--- src/rtl/tick_gen_multi.sv ---
// tick_gen_multi: NCH independent programmable tick dividers with glitch-free period
// update, per-channel gating, global resync and a registered selectable tick output.
module tick_gen_multi #(
  parameter int WIDTH = 24,
  parameter int NCH = 3,
  parameter int PULSE_W = 3,
  parameter logic [WIDTH-1:0] DEF_PERIOD = WIDTH'(1000000),
  localparam int CHW = (NCH > 1) ? $clog2(NCH) : 1
) (
  input  logic             clk_in,
  input  logic             rst_n,
  input  logic [NCH-1:0]   en,
  input  logic             sync,
  input  logic             wr_en,
  input  logic [CHW-1:0]   wr_ch,
  input  logic [WIDTH-1:0] wr_period,
  input  logic [CHW-1:0]   sel,
  output logic [NCH-1:0]   tick,
  output logic             clk_out
);
  localparam int SELN = 2 ** CHW;
  logic [SELN-1:0] w_tick_pad;
  logic            r_clk_out;
  // zero padding makes any sel beyond the last channel read as 0
  assign w_tick_pad = SELN'(tick);
  assign clk_out = r_clk_out;
  always_ff @(posedge clk_in or negedge rst_n)
    if (!rst_n) r_clk_out <= 1'b0;
    else r_clk_out <= w_tick_pad[sel];
  for (genvar i = 0; i < NCH; i++) begin : g_ch
    logic [WIDTH-1:0] r_cnt, r_period, r_shadow;
    logic             r_pend, r_tick, w_wr, w_load;
    assign w_wr = wr_en && (int'(wr_ch) == i);
    // gating, sync and wrap all restart the count and commit a pending period
    assign w_load = !en[i] || sync || (r_cnt == r_period);
    assign tick[i] = r_tick;
    always_ff @(posedge clk_in or negedge rst_n)
      if (!rst_n) begin
        r_cnt    <= '0;
        r_period <= DEF_PERIOD;
        r_shadow <= DEF_PERIOD;
        r_pend   <= 1'b0;
        r_tick   <= 1'b0;
      end else begin
        r_cnt  <= w_load ? '0 : r_cnt + 1'b1;
        r_tick <= en[i] && (r_cnt < WIDTH'(PULSE_W));
        if (w_load && r_pend) r_period <= r_shadow;
        if (w_wr) r_shadow <= wr_period;
        r_pend <= w_wr || (r_pend && !w_load);
      end
  end
endmodule

--- config.mk ---
export PLATFORM = sky130hd
export DESIGN_NAME = tick_gen_multi
export DESIGN_NICKNAME = d
export VERILOG_FILES = /design/src/rtl/tick_gen_multi.sv
export SDC_FILE = /design/constraint.sdc
export NUM_CORES = 1
export LEC_CHECK = 0
export ABC_AREA = 1
export CORE_MARGIN = 3
export CORE_UTILIZATION = 40
export DETAILED_ROUTE_END_ITERATION = 12
export GPL_ROUTABILITY_DRIVEN = 0
export GPL_TIMING_DRIVEN = 0
export SLEW_MARGIN = 20
export SYNTH_ARGS = -nofsm -noshare
export SYNTH_HDL_FRONTEND = slang
export SYNTH_SLANG_ARGS = --single-unit
export TNS_END_PERCENT = 30
--- constraint.sdc ---
create_clock -name clk_in -period 1.95 [get_ports clk_in]
set_clock_uncertainty 0.05 [all_clocks]
set_input_delay 0.195 -clock clk_in [delete_from_list [all_inputs] [get_ports clk_in]]
set_output_delay 0.195 -clock clk_in [all_outputs]
set_load 0.01 [all_outputs]
==> results of run 1 <==
[final timing paths]
check	startpoint	endpoint	slack, ps	depth (start not counted)
hold reg to reg	g_ch[2].r_period[17]	g_ch[2].r_period[17]	420	2
hold / removal	rst_n	g_ch[0].r_cnt[5]	120	2
setup / recovery	g_ch[1].r_tick	tick[1]	120	2
max in group asynchronous	rst_n	g_ch[1].r_cnt[7]	480	4
min in group clk_in	sel[1]	clk_out	230	2
setup reg to reg	g_ch[2].r_cnt[17]	g_ch[2].r_period[5]	140	12
[worst max-delay path, cell delays in order (launching register included)]
cell and delay, ps:
dfrtp_2 420, buf_4 120, clkdlybuf4s50_1 520
[where the power goes]
group	total, uW	internal, uW	switching, uW	leakage (uW)
Combinational	1750	720	1030	0.00314
Clock	5150	3180	1960	0.000440
Sequential	5880	5390	484	0.00281
Total	12800	9300	3480	0.00639
[layer usage]
layer	vias to the layer above	part of all wire (%)
met5	-	0
met4	0	2.4
met3	48	3.8
met2	174	46
met1	4408	48
li1	4742	-
[flip-flops by register name, indices dropped and copies added (netlist names)]
| register | cells |
|---|---|
| g_ch.r_cnt | 72 |
| g_ch.r_period | 72 |
| g_ch.r_shadow | 72 |
| g_ch.r_pend | 3 |
| g_ch.r_tick | 3 |
| clk_out | 1 |
[area by class of cell]
type | instances | area, um2
buffer | 48 | 290
clock buffer | 38 | 747
sequential | 223 | 5640
inverter | 191 | 717
fill | 2745 | 14100
tap | 372 | 465
timing repair buffer | 45 | 480
clock inverter | 10 | 156
multi-input combinational | 1029 | 4560
[stage by stage]
step | total power (uW) | setup TNS (ps)
after global routing | 13500 | -61.1
after CTS | 12900 | 0
after detailed placement | 7690 | -2450
final | 12800 | 0
after floorplan | 7030 | 0
after global placement | 7620 | -1895320
[repair_timing]
item                                   in CTS  in global routing
gates resized for setup                     2                 21
pin swaps                                   0                  3
setup endpoints to repair                   2                 97
hold buffers                                1                  0
endpoints found under the hold margin     105                  0
buffers inserted                            0                  4
gates cloned                                0                  1
[logic make-up after synthesis]
group	count (synthesis)	synth area share [%]
AO/OA/AOI/OAI	80	3.62
XOR/XNOR	40	3.14
adder cells (fa/ha/maj)	3	0.337
buffers and inverters	239	9.02
flip-flops	223	50.6
AND/OR/NAND/NOR	905	33.3
[cells in the final DEF, fill, tap and decap left out, types with 2 or more instances in the layout]
cell type | Yosys | routed
a21oi_1 | 7 | 7
xnor2_1 | 3 | 3
nor3_1 | 36 | 35
clkdlybuf4s50_1 | 0 | 37
o21ai_0 | 72 | 72
clkinv_2 | 0 | 4
dfrtp_2 | 0 | 7
dfstp_2 | 42 | 42
nand2_1 | 526 | 526
nand2_2 | 7 | 4
ha_1 | 3 | 3
inv_2 | 9 | 9
buf_2 | 8 | 7
nand4_1 | 20 | 20
nor2_1 | 194 | 187
clkbuf_8 | 0 | 3
nor2_2 | 2 | 8
clkbuf_1 | 23 | 31
nor3_2 | 1 | 2
bufinv_16 | 0 | 4
nand3_2 | 2 | 3
nand3_1 | 99 | 98
inv_1 | 182 | 182
buf_16 | 0 | 2
nand2_4 | 2 | 6
buf_6 | 9 | 9
buf_4 | 8 | 13
nor4_1 | 14 | 14
clkbuf_16 | 0 | 27
xor2_1 | 37 | 37
dfrtp_1 | 181 | 174
==> out/metrics.cfg, run 1 <==
[grt]
grt_pass1_wl_um=47100
busiest_layer=met2
grt_usage_pct=19.1
grt_max_degree=99
antenna_found_initial=0
grt-ovfl-total=0
met2_usage_pct=31.0
grt_pass1_vias=9251
grtUsageMet1_pct=26.9
met3_usage_pct=2.28

[placement]
detailed_place.area_um2=12000
dp.final_hpwl_um=20700
dpl.cell_count=1902
dp_slack_ps=-142
portBuffers=38

[drt]
dr.pass1.iters=5
drt-initial-drc-count=647
wl_um=28300
wl_per_cell_um=14.5
route.detailed.drc=0
via_per_inst=4.79
drt.antenna.violating_nets=0
vias=9372

[floorplan]
initial_core_util_pct=41.0
io_pins=39
die_area_um2=29900
fp.dieW_um=173
die_h_um=173
core_um2=27200
core.rowCount=60

[synth]
ys_seq_area_share_pct=50.6
ys_async_sr_fraction_pct=100
synthCells=1490
ys_ff_latch=223
synth-main-ff-cell=dfrtp_1
synth_edf_count=0
synth_fp_nets=1528
synth_cell_types=27
synthTopCellsByCount=526 x nand2_1, 194 x nor2_1, 182 x inv_1
synthTopCellsByArea=dfrtp_1 41%, nand2_1 18%, dfstp_2 9.9%, nor2_1 6.5%, inv_1 6.1%
synth.most_common_cell=nand2_1
syn_area_per_cell_um2=7.48
synth_top_area_cell=dfrtp_1
synth_warnings=0
syn-cell-area_um2=11100
synth_top_area_share_pct=40.7

[power_and_ir_drop]
p_leak_uw=0.00639
vdd_drop_max_mv=0.559
p_per_area_nw_per_um2=978

[timing]
maxSlewHeadroom_pct=66.6
setup_violations=0
hold_slack_ps=115
fin_ws_ps=122
fmax_mhz=547
hold_viol=0
fin_crit_ps=1830
rsz0062_at_grt=true
worstMarginPinSlew_ps=502
finalCritPeriodShare_pct=93.7
drv_slew=0

[critical_path]
cp_max_fo=2
crit_path_start_kind=flip-flop
critPathCaptureType=primary output
critical_path_class=reg2out
crit_required_ps=1700
cp.arrival_ps=1580

[cts]
clock_latency_ps=530
clk_pin_slew_ps=60
cts_tree=built
cts_buffers=26
clock-root-buffer=clkbuf_16
clock_sinks=223
clockBufferDepth=3
htree_levels=1

[worst_hold_path]
hold_path_class=in2async

[job]
maxCapViolations=0

[finish]
instances_no_fill=1956
drive_gt1_share_pct=9.72
final_core_util_pct=48.1
fin_area_um2=13100
area_growth_pct=17.2
antennaDiodeCount=0
finalNetCount=1602

[status]
outcome=complete, no violations

Note: power is estimated with default switching activity, not from simulation.
==> inputs of run 2 (changes only) <==
--- a/config.mk
+++ b/config.mk
@@ -7,11 +7,11 @@
 export LEC_CHECK = 0
 export ABC_AREA = 1
 export CORE_MARGIN = 3
-export CORE_UTILIZATION = 40
+export CORE_UTILIZATION = 50
 export DETAILED_ROUTE_END_ITERATION = 12
 export GPL_ROUTABILITY_DRIVEN = 0
 export GPL_TIMING_DRIVEN = 0
-export SLEW_MARGIN = 20
+export PLACE_DENSITY = 0.67
 export SYNTH_ARGS = -nofsm -noshare
 export SYNTH_HDL_FRONTEND = slang
 export SYNTH_SLANG_ARGS = --single-unit
==> out/metrics.cfg, run 2 (synthesis results as in run 1) <==
[status]
outcome=complete, no violations

[cts]
clock-root-buffer=clkbuf_16
cts_buffers=26
clock_latency_ps=530
clockBufferDepth=3
clock_sinks=223
cts_tree=built
htree_levels=1
clk_pin_slew_ps=60

[timing]
drv_slew=0
hold_viol=0
fin_ws_ps=102
fmax_mhz=541
worstMarginPinSlew_ps=817
maxSlewHeadroom_pct=45.6
fin_crit_ps=1850
rsz0062_at_grt=true
setup_violations=0
finalCritPeriodShare_pct=94.8

[critical_path]
critPathSlowestCell=dfstp_2
cp_max_fo=10
cp-startpoint=g_ch[2].r_period[19]
crit_family=simple AND/OR/NAND/NOR gates
crit_cells=11
r2r_end=g_ch[2].r_pend
timing.rr.start=g_ch[2].r_period[19]
path_cells=inv_1 > nand2_1 > nand2_1 > nor2_1 > nand2_1 > nor2_2 > nand3_2 > nand2_4 > inv_1 > nand2_1 > nand2_1
critPathCaptureType=flip-flop
crit_path_start_kind=flip-flop
max_stage_delay_ps=560
path_common_cell=nand2_1
r2r_setup_slack_ps=100
cp.arrival_ps=2200
crit_path_end=g_ch[2].r_pend
cp_num_buf_inv=2
rr_worst_depth=11
critical_path_class=reg2reg
crit_required_ps=2300

[finish]
layout_common_cells=526 x nand2_1, 186 x nor2_1, 182 x inv_1, 177 x dfrtp_1, 96 x nand3_1
area_growth_pct=16.5
final_common_cell=nand2_1
drive_gt1_share_pct=10.1
largestRegisters=g_ch.r_cnt: 72 flops, g_ch.r_period: 72 flops, g_ch.r_shadow: 72 flops
finalNetCount=1605
fill_cells=1980
fin_area_um2=13000
antennaDiodeCount=0
final_core_util_pct=60.4

[grt]
grt-ovfl-total=0
grt_max_degree=120
grt_pass1_wl_um=45700
grt_pass1_vias=8931
grt_usage_pct=23.4
antenna_found_initial=0

[placement]
dp.final_hpwl_um=20500
detailed_place.area_um2=11900
portBuffers=38
dp_slack_ps=-67.8

[drt]
wl_um=27800
wl_per_cell_um=14.9
drt-initial-drc-count=631
vias=9487
drt.antenna.violating_nets=0
via_per_inst=5.10
dr.pass1.iters=5
route.detailed.drc=0

[floorplan]
die_h_um=155
core.rowCount=53
fp.dieW_um=155
die_area_um2=24100
initial_core_util_pct=51.9
core_um2=21500
io_pins=39

[worst_hold_path]
hold_path_class=in2async

[power_and_ir_drop]
p_switching_uw=3510
clockPowerShare_pct=39.9
vdd_drop_max_mv=0.826
p_int_uw=9270
switching_share_pct=27.4
pwr-share-seq_pct=46.3
p_leak_uw=0.00641
p_per_area_nw_per_um2=984
pwr-share-comb_pct=13.8

[job]
maxCapViolations=0

-- run 2: power groups by stage --
stage	clock network (uW)	logic, uW	registers (uW)
final	5100	1770	5910
after global routing	5390	2090	5990
after CTS	5200	1730	5910
after detailed placement	0	1710	5980
after global placement	0	1660	5970
after floorplan	0	1250	5780
-- run 2: layer usage --
layer / track usage (%) / wire length, um
met3: 3.62 / 1670
met1: 35.8 / 13400
met2: 35.6 / 12200
met4: 4.67 / 495
met5: 0 / 0
-- run 2: layout make-up --
| cell class | instances | area [um2] | area share (%) |
|---|---|---|---|
| Sequential cell | 223 | 5640 | 43.4 |
| Multi-Input combinational cell | 1029 | 4580 | 35.2 |
| Clock buffer | 35 | 724 | 5.58 |
| Inverter | 191 | 717 | 5.52 |
| Timing Repair Buffer | 48 | 487 | 3.75 |
| Tap cell | 275 | 344 | 2.65 |
| Buffer | 48 | 300 | 2.31 |
| Clock inverter | 13 | 195 | 1.50 |
-- run 2: how the worst min path moves through the flow --
stage / endpoint / from / depth (start not counted)
floorplan: clk_out / rst_n / 0
global placement: g_ch[2].r_period[16] / g_ch[2].r_period[16] / 2
detailed placement: g_ch[2].r_cnt[0] / rst_n / 1
CTS: clk_out / sel[1] / 2
global route: g_ch[0].r_shadow[19] / wr_period[19] / 3
finish: g_ch[2].r_cnt[0] / rst_n / 2
-- run 2: through the flow --
step / power (uW) / setup TNS, ps / instances / hold slack (ps)
4_1_cts: 12800 / 0 / 1853 / 207
6_report: 12800 / 0 / 1862 / 217
2_1_floorplan: 7030 / 0 / 1490 / -151
3_3_place_gp: 7630 / -1838320 / 1803 / 408
5_1_grt: 13500 / -210 / 1862 / 234
3_5_place_dp: 7700 / -725 / 1804 / 242
-- run 2: timing repair --
item                                    in CTS  in global routing
hold buffers                                 1                  0
resized for setup                            1                 25
setup buffers                                0                  8
cloned                                       0                  1
pin swaps                                    0                  8
endpoints found under the setup margin       1                121
endpoints found under the hold margin       74                  0
==> inputs of run 3 (changes only) <==
--- a/config.mk
+++ b/config.mk
@@ -6,6 +6,7 @@
 export NUM_CORES = 1
 export LEC_CHECK = 0
 export ABC_AREA = 1
+export CORE_ASPECT_RATIO = 1.1
 export CORE_MARGIN = 3
 export CORE_UTILIZATION = 50
 export DETAILED_ROUTE_END_ITERATION = 12
==> out/metrics.cfg, run 3 (synthesis results as in run 1) <==
[cts]
clockBufferDepth=3
cts_tree=built
clock_latency_ps=550
clock-root-buffer=clkbuf_16
cts_buffers=25
htree_levels=1
clock_sinks=223
clk_pin_slew_ps=60

[finish]
drive_gt1_share_pct=9.22
area_growth_pct=15.6
antennaDiodeCount=0
largestRegisters=g_ch.r_cnt: 72 flops, g_ch.r_period: 72 flops, g_ch.r_shadow: 72 flops
final_common_cell=nand2_1
finalNetCount=1602
instances_no_fill=1873
layout_common_cells=526 x nand2_1, 190 x nor2_1, 182 x inv_1, 180 x dfrtp_1, 98 x nand3_1
fin_area_um2=12900

[power_and_ir_drop]
pwr-share-seq_pct=47.5
pwr-share-comb_pct=14.0
p_per_area_nw_per_um2=972
clockPowerShare_pct=38.5
switching_share_pct=28.4
p_int_uw=8970
vdd_drop_max_mv=0.733
p_switching_uw=3560
p_leak_uw=0.00637

[timing]
hold_viol=0
hold_slack_ps=109
worstMarginPinSlew_ps=487
fin_crit_ps=1900
setup_violations=0
setup_tns_ps=0
maxSlewHeadroom_pct=67.2
finalCritPeriodShare_pct=97.3
rsz0062_at_grt=true
fin_ws_ps=53.3
drv_slew=0
fmax_mhz=527

[placement]
dp.final_hpwl_um=21000
dp_slack_ps=-54.0
portBuffers=38
detailed_place.area_um2=11900
dpl.cell_count=1820

[critical_path]
critical_path_class=reg2out
cp_max_fo=2
crit_path_start_kind=flip-flop
cp_num_buf_inv=2
critPathCaptureType=primary output
max_stage_delay_ps=520
crit_required_ps=1700
cp.arrival_ps=1650
crit_family=buffers and inverters
r2r_setup_slack_ps=140
path_cells=buf_4 > clkdlybuf4s50_1
critPathSlowestCell=clkdlybuf4s50_1

[floorplan]
io_pins=39
core.rowCount=56
core_um2=21600
initial_core_util_pct=51.6
fp.dieW_um=148
die_h_um=163
die_area_um2=24100

[grt]
grt-ovfl-total=0
busiest_layer=met2
grt_max_degree=88
grtUsageMet1_pct=33.3
grt_pass1_wl_um=46700
antenna_found_initial=1
met2_usage_pct=40.0
grt_pass1_vias=9126
met3_usage_pct=3.09
grt_usage_pct=24.3

[drt]
drt.antenna.violating_nets=0
drt-initial-drc-count=619
vias=9558
wl_um=28800
wl_per_cell_um=15.4
dr.pass1.iters=6
via_per_inst=5.10
route.detailed.drc=0

[worst_hold_path]
hold_path_class=in2async

[job]
maxCapViolations=0

[status]
outcome=complete, no violations

-- run 3: repair_timing --
action,4_1_cts,5_1_grt
setup endpoints to repair,0,75
endpoints found under the hold margin,111,0
hold buffers,1,0
buffers inserted,0,5
gates resized for setup,0,12
-- run 3: final timing paths --
path / start / cells after the start / to
min in group clk_in: sel[1] / 2 / clk_out
max in group asynchronous: rst_n / 4 / g_ch[2].r_period[16]
hold reg to reg: g_ch[1].r_period[19] / 2 / g_ch[1].r_period[19]
setup / recovery: g_ch[1].r_tick / 2 / tick[1]
setup reg to reg: g_ch[2].r_period[6] / 12 / g_ch[2].r_period[22]
hold / removal: rst_n / 2 / g_ch[2].r_cnt[5]
-- run 3: worst register-to-register path: stages, from the launching register on --
cell	delay (ps)
dfstp_2	580
inv_1	50
nand2_1	50
nand2_1	50
nor2_1	80
nand2_1	70
nor2_1	150
nand3_2	120
nand2_4	150
nand2_4	100
buf_6	150
nand2_1	60
nand2_1	40
-- run 3: layout make-up --
cell class | count | area, um2
Fill cell | 2056 | 8700
Sequential cell | 223 | 5630
Multi-Input combinational cell | 1029 | 4550
Inverter | 191 | 717
Clock buffer | 33 | 676
Timing Repair Buffer | 46 | 488
Tap cell | 290 | 363
Buffer | 48 | 290
Clock inverter | 13 | 166
-- run 3: power groups by stage --
stage,clock network (uW),registers (uW),logic [uW]
finish,4830,5960,1750
global route,5100,6030,2060
CTS,4920,5950,1740
detailed placement,0,6020,1730
global placement,0,6010,1660
floorplan,0,5780,1250
-- run 3: metal layers --
metal,vias up,part of all wire [%]
met4,2,4.0
li1,4734,-
met2,192,47
met3,66,3.6
met5,-,0.045
met1,4564,45
-- run 3: through the flow --
| stage | power, uW | utilization (%) |
|---|---|---|
| floorplan | 7030 | - |
| global placement | 7670 | 55.1 |
| detailed placement | 7750 | 55.4 |
| CTS | 12600 | 59.3 |
| global route | 13200 | 59.7 |
| finish | 12500 | 59.7 |
